[src/rtl/rom_stream_reader_pkg.sv]
// Shared widths, FSM encoding and default frame geometry for the ROM stream reader.
// Latency: n/a (declarations only).
// Backpressure: n/a.
package rom_stream_reader_pkg;

  localparam int ADDR_W       = 19;
  localparam int DATA_W       = 8;
  // Frame pixel count: 10-bit width times 10-bit height.
  localparam int CNT_W        = 20;
  localparam int FRAME_W      = 160;
  localparam int FRAME_H      = 120;
  localparam int FRAME_PIXELS = FRAME_W * FRAME_H;

  typedef enum logic [1:0] {
    ST_IDLE = 2'd0,
    ST_RUN  = 2'd1,
    ST_DONE = 2'd2
  } state_t;

  // Unsigned pixel count of a width x height frame.
  function automatic logic [CNT_W-1:0] frame_total(input logic [9:0] w, input logic [9:0] h);
    return CNT_W'(w) * CNT_W'(h);
  endfunction

endpackage

[src/rtl/pixel_skid_fifo.sv]
// Register-only FIFO that absorbs ROM data still in flight when the consumer stalls.
// Latency: a write is visible at rd_dat on the cycle after it is accepted.
// Backpressure: writes into a full FIFO are dropped unless a pop happens in the same cycle.
module pixel_skid_fifo #(
  parameter int DATA_W = 8,
  parameter int DEPTH  = 2,
  localparam int PTR_W = (DEPTH > 1) ? $clog2(DEPTH) : 1,
  localparam int CNT_W = $clog2(DEPTH + 1)
) (
  input  logic              clk,
  input  logic              reset,
  input  logic              wr_en,
  input  logic [DATA_W-1:0] wr_dat,
  input  logic              rd_en,
  output logic [DATA_W-1:0] rd_dat,
  output logic [CNT_W-1:0]  count,
  output logic              empty
);

  logic [DATA_W-1:0] mem_q [DEPTH];
  logic [DATA_W-1:0] mem_d [DEPTH];
  logic [PTR_W-1:0]  wr_ptr_q, wr_ptr_d;
  logic [PTR_W-1:0]  rd_ptr_q, rd_ptr_d;
  logic [CNT_W-1:0]  count_q, count_d;
  logic              do_wr, do_rd;

  function automatic logic [PTR_W-1:0] ptr_inc(input logic [PTR_W-1:0] p);
    return (p == PTR_W'(DEPTH - 1)) ? '0 : p + PTR_W'(1);
  endfunction

  // Next-state: push/pop with simultaneous push+pop keeping occupancy unchanged.
  always_comb begin
    mem_d    = mem_q;
    wr_ptr_d = wr_ptr_q;
    rd_ptr_d = rd_ptr_q;
    count_d  = count_q;
    do_rd    = rd_en && (count_q != '0);
    do_wr    = wr_en && ((count_q != CNT_W'(DEPTH)) || do_rd);
    if (do_wr) begin
      mem_d[wr_ptr_q] = wr_dat;
      wr_ptr_d        = ptr_inc(wr_ptr_q);
    end
    if (do_rd) begin
      rd_ptr_d = ptr_inc(rd_ptr_q);
    end
    if (do_wr && !do_rd) begin
      count_d = count_q + CNT_W'(1);
    end else if (do_rd && !do_wr) begin
      count_d = count_q - CNT_W'(1);
    end
  end

  // Storage and pointer registers; reset empties and zeroes the storage.
  always_ff @(posedge clk) begin
    if (reset) begin
      mem_q    <= '{default: '0};
      wr_ptr_q <= '0;
      rd_ptr_q <= '0;
      count_q  <= '0;
    end else begin
      mem_q    <= mem_d;
      wr_ptr_q <= wr_ptr_d;
      rd_ptr_q <= rd_ptr_d;
      count_q  <= count_d;
    end
  end

  assign rd_dat = mem_q[rd_ptr_q];
  assign count  = count_q;
  assign empty  = (count_q == '0);

endmodule

[src/rtl/rom_stream_reader.sv]
// Streams a width x height frame from a 1-cycle-latency ROM to a valid/ready pixel consumer.
// Latency: first pixel_valid 2 cycles after the edge that samples start; then 1 pixel/cycle.
// Backpressure: reads are throttled so FIFO occupancy plus in-flight reads never exceeds FIFO_DEPTH.
module rom_stream_reader #(
  parameter int ADDR_W     = rom_stream_reader_pkg::ADDR_W,
  parameter int DATA_W     = rom_stream_reader_pkg::DATA_W,
  parameter int FIFO_DEPTH = 2
) (
  input  logic              clk,
  input  logic              reset,
  input  logic              start,
  input  logic [9:0]        width_in,
  input  logic [9:0]        height_in,
  output logic [ADDR_W-1:0] rom_addr,
  output logic              rom_rd,
  input  logic [DATA_W-1:0] rom_q,
  output logic [DATA_W-1:0] pixel_out,
  output logic              pixel_valid,
  input  logic              pixel_ready,
  output logic              busy,
  output logic              done
);

  import rom_stream_reader_pkg::CNT_W;
  import rom_stream_reader_pkg::state_t;
  import rom_stream_reader_pkg::ST_IDLE;
  import rom_stream_reader_pkg::ST_RUN;
  import rom_stream_reader_pkg::ST_DONE;
  import rom_stream_reader_pkg::frame_total;

  localparam int FCNT_W = $clog2(FIFO_DEPTH + 1);

  state_t            state_q, state_d;
  logic [CNT_W-1:0]  total_q, total_d;
  logic [CNT_W-1:0]  issue_q, issue_d;
  logic [CNT_W-1:0]  out_q, out_d;
  logic              inflight_q, inflight_d;
  logic [FCNT_W-1:0] fifo_count;
  logic              fifo_empty;
  logic [DATA_W-1:0] fifo_head;
  logic              hs;
  logic [FCNT_W:0]   outstanding;

  // Words already in the FIFO plus the one read whose data lands next edge.
  assign outstanding = {1'b0, fifo_count} + {{FCNT_W{1'b0}}, inflight_q};
  assign pixel_valid = (state_q == ST_RUN) && !fifo_empty;
  assign pixel_out   = fifo_head;
  assign hs          = pixel_valid && pixel_ready;
  assign rom_addr    = ADDR_W'(issue_q);
  assign busy        = (state_q == ST_RUN);
  assign done        = (state_q == ST_DONE);
  assign inflight_d  = rom_rd;

  // Frame FSM, read issue throttle and counters.
  always_comb begin
    state_d = state_q;
    total_d = total_q;
    issue_d = issue_q;
    out_d   = out_q;
    rom_rd  = 1'b0;
    case (state_q)
      ST_IDLE: begin
        if (start) begin
          total_d = frame_total(width_in, height_in);
          issue_d = '0;
          out_d   = '0;
          state_d = (total_d != '0) ? ST_RUN : ST_DONE;
        end
      end
      ST_RUN: begin
        // A pop this cycle frees the slot the new read will land in.
        rom_rd = (issue_q < total_q) &&
                 ((outstanding < (FCNT_W + 1)'(FIFO_DEPTH)) || hs);
        if (rom_rd) begin
          issue_d = issue_q + CNT_W'(1);
        end
        if (hs) begin
          out_d = out_q + CNT_W'(1);
          if (out_d == total_q) begin
            state_d = ST_DONE;
          end
        end
      end
      ST_DONE: begin
        // start is a level: it must drop before another frame can begin.
        if (!start) begin
          state_d = ST_IDLE;
        end
      end
      default: state_d = ST_IDLE;
    endcase
  end

  // State and counter registers; reset also drops any read in flight.
  always_ff @(posedge clk) begin
    if (reset) begin
      state_q    <= ST_IDLE;
      total_q    <= '0;
      issue_q    <= '0;
      out_q      <= '0;
      inflight_q <= 1'b0;
    end else begin
      state_q    <= state_d;
      total_q    <= total_d;
      issue_q    <= issue_d;
      out_q      <= out_d;
      inflight_q <= inflight_d;
    end
  end

  pixel_skid_fifo #(
    .DATA_W (DATA_W),
    .DEPTH  (FIFO_DEPTH)
  ) u_fifo (
    .clk    (clk),
    .reset  (reset),
    .wr_en  (inflight_q),
    .wr_dat (rom_q),
    .rd_en  (hs),
    .rd_dat (fifo_head),
    .count  (fifo_count),
    .empty  (fifo_empty)
  );

endmodule

[config.mk]
export PLATFORM = sky130hd
export DESIGN_NAME = rom_stream_reader
export DESIGN_NICKNAME = d
export VERILOG_FILES = /design/src/rtl/rom_stream_reader_pkg.sv /design/src/rtl/pixel_skid_fifo.sv /design/src/rtl/rom_stream_reader.sv
export SDC_FILE = /design/constraint.sdc
export NUM_CORES = 1
export LEC_CHECK = 0
export BUFFER_PORTS_ARGS = -buffer_cell sky130_fd_sc_hd__buf_2
export CAP_MARGIN = 20
export CORE_MARGIN = 3
export CORE_UTILIZATION = 50
export CTS_CLUSTER_SIZE = 20
export DETAILED_ROUTE_END_ITERATION = 6
export GPL_ROUTABILITY_DRIVEN = 0
export HOLD_SLACK_MARGIN = 0.12
export PLACE_DENSITY = 0.76
export SLEW_MARGIN = 10
export SYNTH_ARGS = -nofsm -noshare
export SYNTH_HDL_FRONTEND = slang
export SYNTH_SLANG_ARGS = --single-unit
[constraint.sdc]
create_clock -name clk -period 6.65 [get_ports clk]
set_clock_uncertainty 0.2 [all_clocks]
set_input_delay 0.3325 -clock clk [delete_from_list [all_inputs] [get_ports clk]]
set_output_delay 0.3325 -clock clk [all_outputs]
set_load 0.03 [all_outputs]
==> results_dict.tcl, run 1 <==
set metrics [dict create \
    status "finished clean" \
    cp.buffers_inverters 4 \
    crit_arrival_ns 5.71 \
    grt_pass1_wl_microns 30500 \
    power.leakage_nw 3.95 \
    die_area_sq_um 17800 \
    syn_area_sq_um 8100 \
    swShare 0.431 \
    multi_input_area_sq_um 5810 \
    rsz0062_at_grt "false" \
    synth_seq_cells 83 \
    setup_violations 0 \
    dieWidth_microns 133 \
    drcViolationCount 0 \
    cts.sinks 83 \
    yosys.area.top_type "dfxtp_1" \
    pre_cts_ws_ns 0.649 \
    ys_warn_count 0 \
    ios 63 \
    vias 6700 \
    grt.overflow.total 0 \
    power_frac_comb 0.587 \
    peakVddDrop_v 0.000173 \
    syn_nets 1144 \
    clock_latency_ns 0.34 \
    postSynth.asyncResetShare 0 \
    worst_pin_slew_ns 0.955 \
    first_pass_iters 5 \
    power_density_nw_per_um2 303 \
    die_h_microns 133 \
    yosysSeqAreaShare 0.205 \
    post-route-period-util 0.850 \
    finalCriticalPeriod_ns 5.65 \
    cts_setup_buffers 0 \
    slew_headroom 0.361 \
    dp_hpwl_microns 13800 \
    port_buffers 62 \
    critPathRequiredTime_ns 6.71 \
    drt-initial-drc-count 419 \
    area_delta_synth_final_pct 8.42 \
    rows 45 \
    ant_nets 0 \
    synth-main-ff-cell "dfxtp_1" \
    n_antenna_cell 0 \
    worstPathCellList "buf_2, nand2_1, fa_1, fa_1, inv_1, fa_1, fa_1, inv_1, fa_1, inv_1, ha_1, a211o_1, a21oi_1, o21ai_0, xnor2_1, and4bb_1, nand4b_1, or4b_4, a211oi_2" \
    cp_top_family "adder cells" \
    hold_class "in2reg" \
    synth_area_per_cell_sq_um 8.32 \
    fill_cells 1432 \
    start_util 0.521 \
    wl_per_cell_microns 14.8 \
    core_area_sq_um 15500 \
    synth.distinct_cells 61 \
    maxCapViolations 0 \
    clkPwrFrac 0.191 \
    finalSetupTns_ns 0 \
    synth_edf_count 0 \
    grt_max_degree 66 \
    maxSlewViolCount 0 \
    grt_pass1_vias 6350 \
    setup_slack_ns 0.998 \
    cpMaxStageDelayCell "fa_1" \
    cp_max_fo 11 \
    cts.repair.resized 0 \
    root_buffer "clkbuf_16" \
    p_seq_frac 0.222 \
    htreeDepth 3 \
    cts_buffers 9 \
    synth_top_area_frac 0.205 \
    clk_pin_slew_ns 0.06 \
    drive_above_1_share 0.108 \
    netlist_top_cells_area "dfxtp_1 (21%), fa_1 (15%), ha_1 (12%), and2_1 (5.3%), nand2_1 (4.6%)" \
    antenna_found_initial 0 \
    cts_hold_buf 8 \
    critPathLaunchType "input pin" \
    crit_type "in2reg" \
    nets 1167 \
    max-clock-path-buffers 2 \
    ff_latch_area_sq_um 1660 \
    crit_path_frequent_cell "fa_1" \
    fmax_ghz 0.177 \
    wirelength_microns 18000 \
    finalHoldViolCount 0 \
    switching_power_mw 1.15 \
    cts_tree "done" \
    p_total_mw 2.66 \
    netlist_instances 973 \
    vias_per_cell 5.53 \
    max_stage_delay_ns 0.55 \
    grt_usage 0.206 \
    p_int_mw 1.51 \
    crit_path_end_kind "flop" \
]
[power by group through the flow]
stage	Combinational [mW]	Clock, mW	Sequential [mW]
final	1.56	0.509	0.590
after global routing	1.80	0.532	0.592
after CTS	1.58	0.516	0.587
after detailed placement	1.56	0	0.598
after global placement	1.52	0	0.597
after floorplan	1.27	0	0.574
[synth_stat cells (11+ instances only)]
library cell  count
nand4_1          21
xor2_1           28
and2_1           68
inv_1            85
and3_1           19
a21oi_1          69
xnor2_1          34
dfxtp_1          83
o21ai_0          27
ha_1             77
nand2_1         100
buf_4            19
nand3_1          33
clkbuf_1         35
a21o_1           12
nor2_1           68
nor3_1           15
fa_1             62
or3_1            11
[registers in the layout (all words and copies together), names as in the netlist]
name / count
total_q: 20
u_fifo.mem_q: 16
issue_q: 20
u_fifo.rd_ptr_q: 1
inflight_q: 1
out_q: 20
u_fifo.count: 2
u_fifo.wr_ptr_q: 1
state_q: 2
[tightest hold or removal path: cells and delay by family]
family / cells / cell delay (ns)
AOI/OAI and AO/OA: 1 / 0.05
buffers and inverters: 1 / 0.17
and+or+nand+nor: 1 / 0.09
[final cells by class]
class / instances / share of cell area
Multi-Input combinational cell: 743 / 0.662
Sequential cell: 83 / 0.189
Timing Repair Buffer: 74 / 0.0479
Inverter: 85 / 0.0363
Tap cell: 211 / 0.0301
Clock buffer: 9 / 0.0257
Clock inverter: 7 / 0.00869
[per-stage QoR]
step / instances / hold slack (ns) / instance area [sq um] / utilization
4_1_cts: 1212 / 0.145 / 8780 / 0.565
3_5_place_dp: 1188 / 0.245 / 8400 / 0.540
2_1_floorplan: 973 / 0.233 / 8100 / -
6_report: 1212 / 0.153 / 8780 / 0.565
5_1_grt: 1212 / 0.169 / 8780 / 0.565
3_3_place_gp: 1188 / 0.239 / 8400 / 0.540
[per-layer routing]
metal,global-route usage,part of all wire
met4,0.0594,0.019
met5,0,0
met1,0.279,0.46
met2,0.348,0.48
met3,0.0264,0.040
[worst paths after layout]
path | startpoint | end | slack (ns) | cells past startpoint
worst max-delay path | width_in[0] | state_q[1] | 1.0 | 19
worst min-delay path | width_in[0] | total_q[0] | 0.15 | 3
worst max register to register | total_q[9] | issue_q[19] | 2.61 | 10
worst min register to register | u_fifo.mem_q[3] | u_fifo.mem_q[3] | 0.26 | 2
[cell usage in the layout (no fill, tap or decap), drive strengths merged, types with 6 or more instances in the layout]
cell type	count
nand2	100
inv	87
dfxtp	83
ha	77
a21oi	69
and2	68
nor2	68
buf	66
fa	62
xnor2	34
nand3	33
xor2	28
o21ai	27
nand4	21
and3	20
nor3	16
a21o	12
or3	11
clkbuf	9
mux2	8
mux2i	8
dlygate4sd3	8
a211oi	8
nand2b	6
[cell families (layout without fill, tap and decap cells)]
family                   count (synthesis)  in the layout  share of synthesized area
AND/OR/NAND/NOR                        369            369                      0.233
buffers and inverters                  147            175                     0.0777
flip-flops                              83             83                      0.205
AO/OA/AOI/OAI                          157            157                      0.124
adder cells (fa/ha/maj)                139            139                      0.272
XOR/XNOR                                62             62                     0.0671
multiplexers                            16             16                     0.0210
Power figures use the tool's default switching activity.
==> run 2, diff against run 1 <==
Clock period 6.65 ns to 5.7 ns, I/O delays scaled along.
==> results_dict.tcl, run 2 (synthesis results as in run 1) <==
set metrics [dict create \
    status "finished clean" \
    rr_worst_depth 11 \
    start_util 0.521 \
    area_delta_synth_final_pct 11.4 \
    finalCriticalPeriod_ns 5.38 \
    finalHoldViolCount 0 \
    finalNonFillerCells 1245 \
    r2r_end "state_q[0]" \
    worstPathCellList "buf_2, nand2_1, fa_1, fa_1, inv_1, fa_1, fa_1, inv_1, fa_1, inv_1, ha_1, buf_4, a21oi_1, a21bo_2, o211a_4, xnor2_1, and4bb_1, nand4b_1, or4b_4, o21a_1" \
    antenna_found_initial 0 \
    die_h_microns 133 \
    dpl.cell_count 1220 \
    power_density_nw_per_um2 367 \
    drt-initial-drc-count 330 \
    r2r-start "state_q[1]" \
    holdPathEnd "state_q[1]" \
    cts.repair.resized 0 \
    vias 6879 \
    min_path_cells 4 \
    power.leakage_nw 4.12 \
    finalSetupTns_ns 0 \
    top_regs "issue_q (20), out_q (20), total_q (20)" \
    grt_usage 0.214 \
    max_stage_delay_ns 0.54 \
    rows 45 \
    crit_arrival_ns 5.42 \
    cp_top_family "adder cells" \
    cp.buffers_inverters 5 \
    vias_per_cell 5.53 \
    dp_hpwl_microns 14400 \
    critPathLaunchType "input pin" \
    cts.sinks 83 \
    htreeDepth 3 \
    ant_nets 0 \
    critPathRequiredTime_ns 5.75 \
    crit_path_frequent_cell "fa_1" \
    worst_pin_slew_ns 0.946 \
    setup_violations 0 \
    max-clock-path-buffers 2 \
    port_buffers 62 \
    grt_pass1_vias 6646 \
    hold_class "in2reg" \
    grt_pass1_wl_microns 31700 \
    drive_above_1_share 0.134 \
    dieWidth_microns 133 \
    drcViolationCount 0 \
    wl_per_cell_microns 14.9 \
    min_from "start" \
    core_area_sq_um 15500 \
    nets 1200 \
    post-route-period-util 0.944 \
    grt.overflow.total 0 \
    wirelength_microns 18500 \
    n_antenna_cell 0 \
    clock_latency_ns 0.35 \
    grt_max_degree 66 \
    crit_type "in2reg" \
    cts_buffers 9 \
    cpMaxStageDelayCell "fa_1" \
    cp_max_fo 6 \
    maxCapViolations 0 \
    first_pass_iters 5 \
    crit_path_end_kind "flop" \
    slew_headroom 0.368 \
    fill_cells 1441 \
    rsz0062_at_grt "false" \
    die_area_sq_um 17800 \
    layout_common_cells "nand2_1 (100), inv_1 (85), dfxtp_1 (83)" \
    clk_pin_slew_ns 0.06 \
    layout.cells.most_common "nand2_1" \
    regToRegSetupSlack_ns 2.32 \
    peakVddDrop_v 0.000241 \
    maxSlewViolCount 0 \
    root_buffer "clkbuf_16" \
    fmax_ghz 0.186 \
    cts_setup_buffers 0 \
    ios 63 \
    cts_tree "done" \
]
==> run 2: changes by cell type in the layout (fill, tap and decap cells not counted), sizes merged <==
cell         before  now
dlygate4sd3       8    9
clkbuf            9   11
buf              66   98
clkinv            2    3
clkinvlp          2    1
inv              87   85
==> run 2: timing repair <==
| item | 4_1_cts | 5_1_grt |
|---|---|---|
| setup endpoints to repair | 0 | 0 |
| endpoints found under the hold margin | 17 | 0 |
| hold buffers | 9 | 0 |
==> run 2: worst max-delay path by stage <==
stage,from,end,slack (ns),cells after the start
after floorplan,height_in[7],state_q[0],0.001,20
after global placement,width_in[0],state_q[0],0.01,19
after detailed placement,width_in[0],state_q[0],-0.05,20
after CTS,width_in[0],state_q[0],0.31,20
after global routing,width_in[3],state_q[0],0.04,19
final,width_in[0],state_q[0],0.32,20
==> run 2: final cells by class <==
| cell class | instances | area, sq um | share of cell area |
|---|---|---|---|
| well taps | 211 | 264 | 0.0293 |
| clock buffers | 11 | 243 | 0.0269 |
| repair buffers | 107 | 671 | 0.0743 |
| multi-input cells | 743 | 5810 | 0.644 |
| flip-flops and latches | 83 | 1660 | 0.184 |
| clock inverters | 5 | 52.6 | 0.00582 |
| inverters | 85 | 319 | 0.0354 |
==> run 2: worst register-to-register path: stages (launching register included) <==
cell and delay [ns]:
dfxtp_1 0.34, nand2b_1 0.21, inv_1 0.20, and3_1 0.62, inv_1 0.09, buf_4 0.25
nor3_1 0.34, o2111ai_1 0.16, nor4_1 0.39, a31o_2 0.25, nand2_1 0.06, o21a_1 0.17
==> run 2: through the flow <==
step                power (mW)  cell area (sq um)  worst slack, ns  hold slack, ns   util
floorplan                 2.15               8100         0.000985           0.232      -
global placement          2.68               8640           0.0146           0.240  0.556
detailed placement        2.73               8640          -0.0510           0.252  0.556
CTS                       3.33               9020            0.315           0.125  0.581
global route              3.63               9020           0.0381           0.135  0.581
finish                    3.31               9020            0.321           0.135  0.581
==> run 2: where the power goes <==
group | internal [mW] | leakage, nW | switching, mW
registers | 0.627 | 0.673 | 0.0603
logic | 0.975 | 3.30 | 1.07
clock network | 0.349 | 0.145 | 0.234
total | 1.95 | 4.12 | 1.36
==> run 2: metal layers <==
layer | track usage | part of all wire | vias up
met2 | 0.356 | 0.48 | 179
met3 | 0.0397 | 0.043 | 52
met4 | 0.0794 | 0.031 | 0
li1 | - | - | 3383
met1 | 0.278 | 0.45 | 3265
met5 | 0 | 0 | -
==> run 3, diff against run 2 <==
Settings changed: ABC_AREA set to 1.
==> results_dict.tcl, run 3 <==
set metrics [dict create \
    grt.overflow.total 0 \
    synthAdderAreaFrac 0.249 \
    synth_top_area_frac 0.188 \
    grt_pass1_wl_microns 37800 \
    start_util 0.522 \
    layout_common_cells "nand2_1 (379), inv_1 (244), nor2_1 (100)" \
    finalCriticalPeriod_ns 5.02 \
    p_total_mw 3.70 \
    cts_buffers 9 \
    wl_per_cell_microns 13.8 \
    dp_hpwl_microns 17300 \
    rows 47 \
    wirelength_microns 21900 \
    finalSetupTns_ns 0 \
    synth_edf_count 0 \
    post-route-period-util 0.880 \
    final_util 0.564 \
    cp_max_fo 10 \
    finalHoldViolCount 0 \
    place_area_sq_um 9150 \
    ios 63 \
    crit_path_end_kind "flop" \
    grt_max_degree 44 \
    synth_top_family_by_area "simple AND/OR/NAND/NOR gates" \
    grt_usage 0.232 \
    antenna_found_initial 0 \
    worst_pin_slew_ns 1.06 \
    fmax_ghz 0.199 \
    rsz0062_at_grt "false" \
    crit_type "in2reg" \
    worstPathCellList "buf_2, nand2_1, fa_1, fa_1, inv_1, fa_1, fa_1, inv_1, fa_1, inv_1, ha_1, nand2_1, nand2_1, a21oi_1, nor2_1, nor2_1, nand2_1, nand2_1, nand2_1, nor2_1, nand3_1, nor2_1, o21ai_0, a21oi_2" \
    maxSlewViolCount 0 \
    cpMaxStageDelayCell "fa_1" \
    power_density_nw_per_um2 388 \
    ant_nets 0 \
    synth-main-ff-cell "dfxtp_1" \
    met1_usage 0.315 \
    synth_seq_cells 83 \
    maxCapViolations 0 \
    power.leakage_nw 5.08 \
    cts.sinks 83 \
    drcViolationCount 0 \
    yosys.area.top_type "dfxtp_1" \
    pre_cts_ws_ns 0.347 \
    area_delta_synth_final_pct 7.95 \
    grtUsageMet2 0.387 \
    critPathRequiredTime_ns 5.78 \
    cts_tree "done" \
    slew_headroom 0.296 \
    hold_class "in2reg" \
    core_area_sq_um 16900 \
    busiest_layer "met2" \
    startpoint "width_in[1]" \
    rr_worst_depth 9 \
    use_met3 0.0424 \
    synth_simple_gate_area_share 0.300 \
    port_buffers 62 \
    synthXorXnorAreaFrac 0.0273 \
    status "finished clean" \
    vias 8335 \
    synth_area_per_cell_sq_um 6.61 \
    r2r_end "issue_q[6]" \
    cts_hold_buf 9 \
    dieWidth_microns 139 \
    htreeDepth 3 \
    yosys-top-cells-count "nand2_1 (379), inv_1 (244), nor2_1 (100), nand3_1 (92), dfxtp_1 (83)" \
    top_regs "issue_q (20), out_q (20), total_q (20)" \
    postSynth.asyncResetShare 0 \
    yosysMostFrequentCell "nand2_1" \
    die_area_sq_um 19300 \
    drive_above_1_share 0.0783 \
    stdcell_area_sq_um 9540 \
    yosysSeqAreaShare 0.188 \
    layout.cells.most_common "nand2_1" \
    syn_area_sq_um 8840 \
    setup_slack_ns 0.682 \
    peakVddDrop_v 0.000256 \
    netlist_instances 1337 \
    clock_latency_ns 0.35 \
    clk_pin_slew_ns 0.07 \
    critPathLaunchType "input pin" \
    netlist_top_cells_area "dfxtp_1 (19%), nand2_1 (16%), fa_1 (14%), ha_1 (11%), inv_1 (10%)" \
    max-clock-path-buffers 2 \
    cts_setup_buffers 0 \
    setup_violations 0 \
    cp-endpoint "state_q[1]" \
    max_stage_delay_ns 0.56 \
    root_buffer "clkbuf_16" \
    synthMuxAreaShare 0 \
    first_pass_iters 5 \
    die_h_microns 139 \
    crit_path_frequent_cell "nand2_1" \
    r2r-start "state_q[0]" \
    crit_arrival_ns 5.10 \
    drt-initial-drc-count 688 \
    synth_compound_area_frac 0.0945 \
    n_antenna_cell 0 \
    regToRegSetupSlack_ns 2.53 \
    syn_nets 1508 \
    vias_per_cell 5.26 \
    ys_warn_count 0 \
    nets 1533 \
    cp.buffers_inverters 4 \
    cts.repair.resized 0 \
    cp_top_family "adder cells" \
    grt_pass1_vias 8029 \
    synth.distinct_cells 39 \
    crit_cells 24 \
]
==> run 3: final cells by class <==
| class | count | area [sq um] |
|---|---|---|
| fill | 1632 | 7390 |
| sequential | 83 | 1660 |
| inverter | 247 | 927 |
| tap | 220 | 275 |
| clock buffer | 10 | 239 |
| timing repair buffer | 77 | 445 |
| multi-input combinational | 944 | 5930 |
| clock inverter | 5 | 61.3 |
==> run 3: metrics by stage <==
stage | hold slack [ns] | cells
after global placement | 0.235 | 1562
final | 0.162 | 1586
after global routing | 0.176 | 1586
after detailed placement | 0.243 | 1562
after CTS | 0.146 | 1586
after floorplan | 0.220 | 1337
==> run 3: how the worst min path moves through the flow <==
stage	start	slack, ns	cells after the start	end
detailed placement	u_fifo.mem_q[13]	0.24	2	u_fifo.mem_q[13]
floorplan	rom_q[0]	0.22	2	u_fifo.mem_q[0]
global route	width_in[0]	0.18	3	total_q[0]
CTS	width_in[0]	0.15	3	total_q[0]
global placement	u_fifo.mem_q[13]	0.24	2	u_fifo.mem_q[13]
finish	width_in[0]	0.16	3	total_q[0]
==> run 3: logic make-up after synthesis <==
kind of cell	count (synthesis)
DFF	83
adders and majority gates	139
AOI/OAI and AO/OA	152
and+or+nand+nor	627
xor gates and xnor gates	26
buffers and inverters	310
==> run 3: worst min-delay path, stage by stage <==
cell and delay (ns):
buf_2 0.17, nand2_1 0.13, a21oi_1 0.08
==> run 3: power by group <==
group          internal, mW  total, mW  switching (mW)  leakage [nW]
Sequential            0.672      0.747          0.0742         0.675
Clock                 0.350      0.595           0.244         0.137
Combinational         0.807       2.36            1.55          4.27
Total                  1.83       3.70            1.87          5.08
==> run 3: routing by layer <==
layer / vias to the layer above / share of wire
met5: - / 0
met4: 0 / 0.014
met3: 33 / 0.065
met2: 255 / 0.47
met1: 3859 / 0.45
li1: 4188 / -
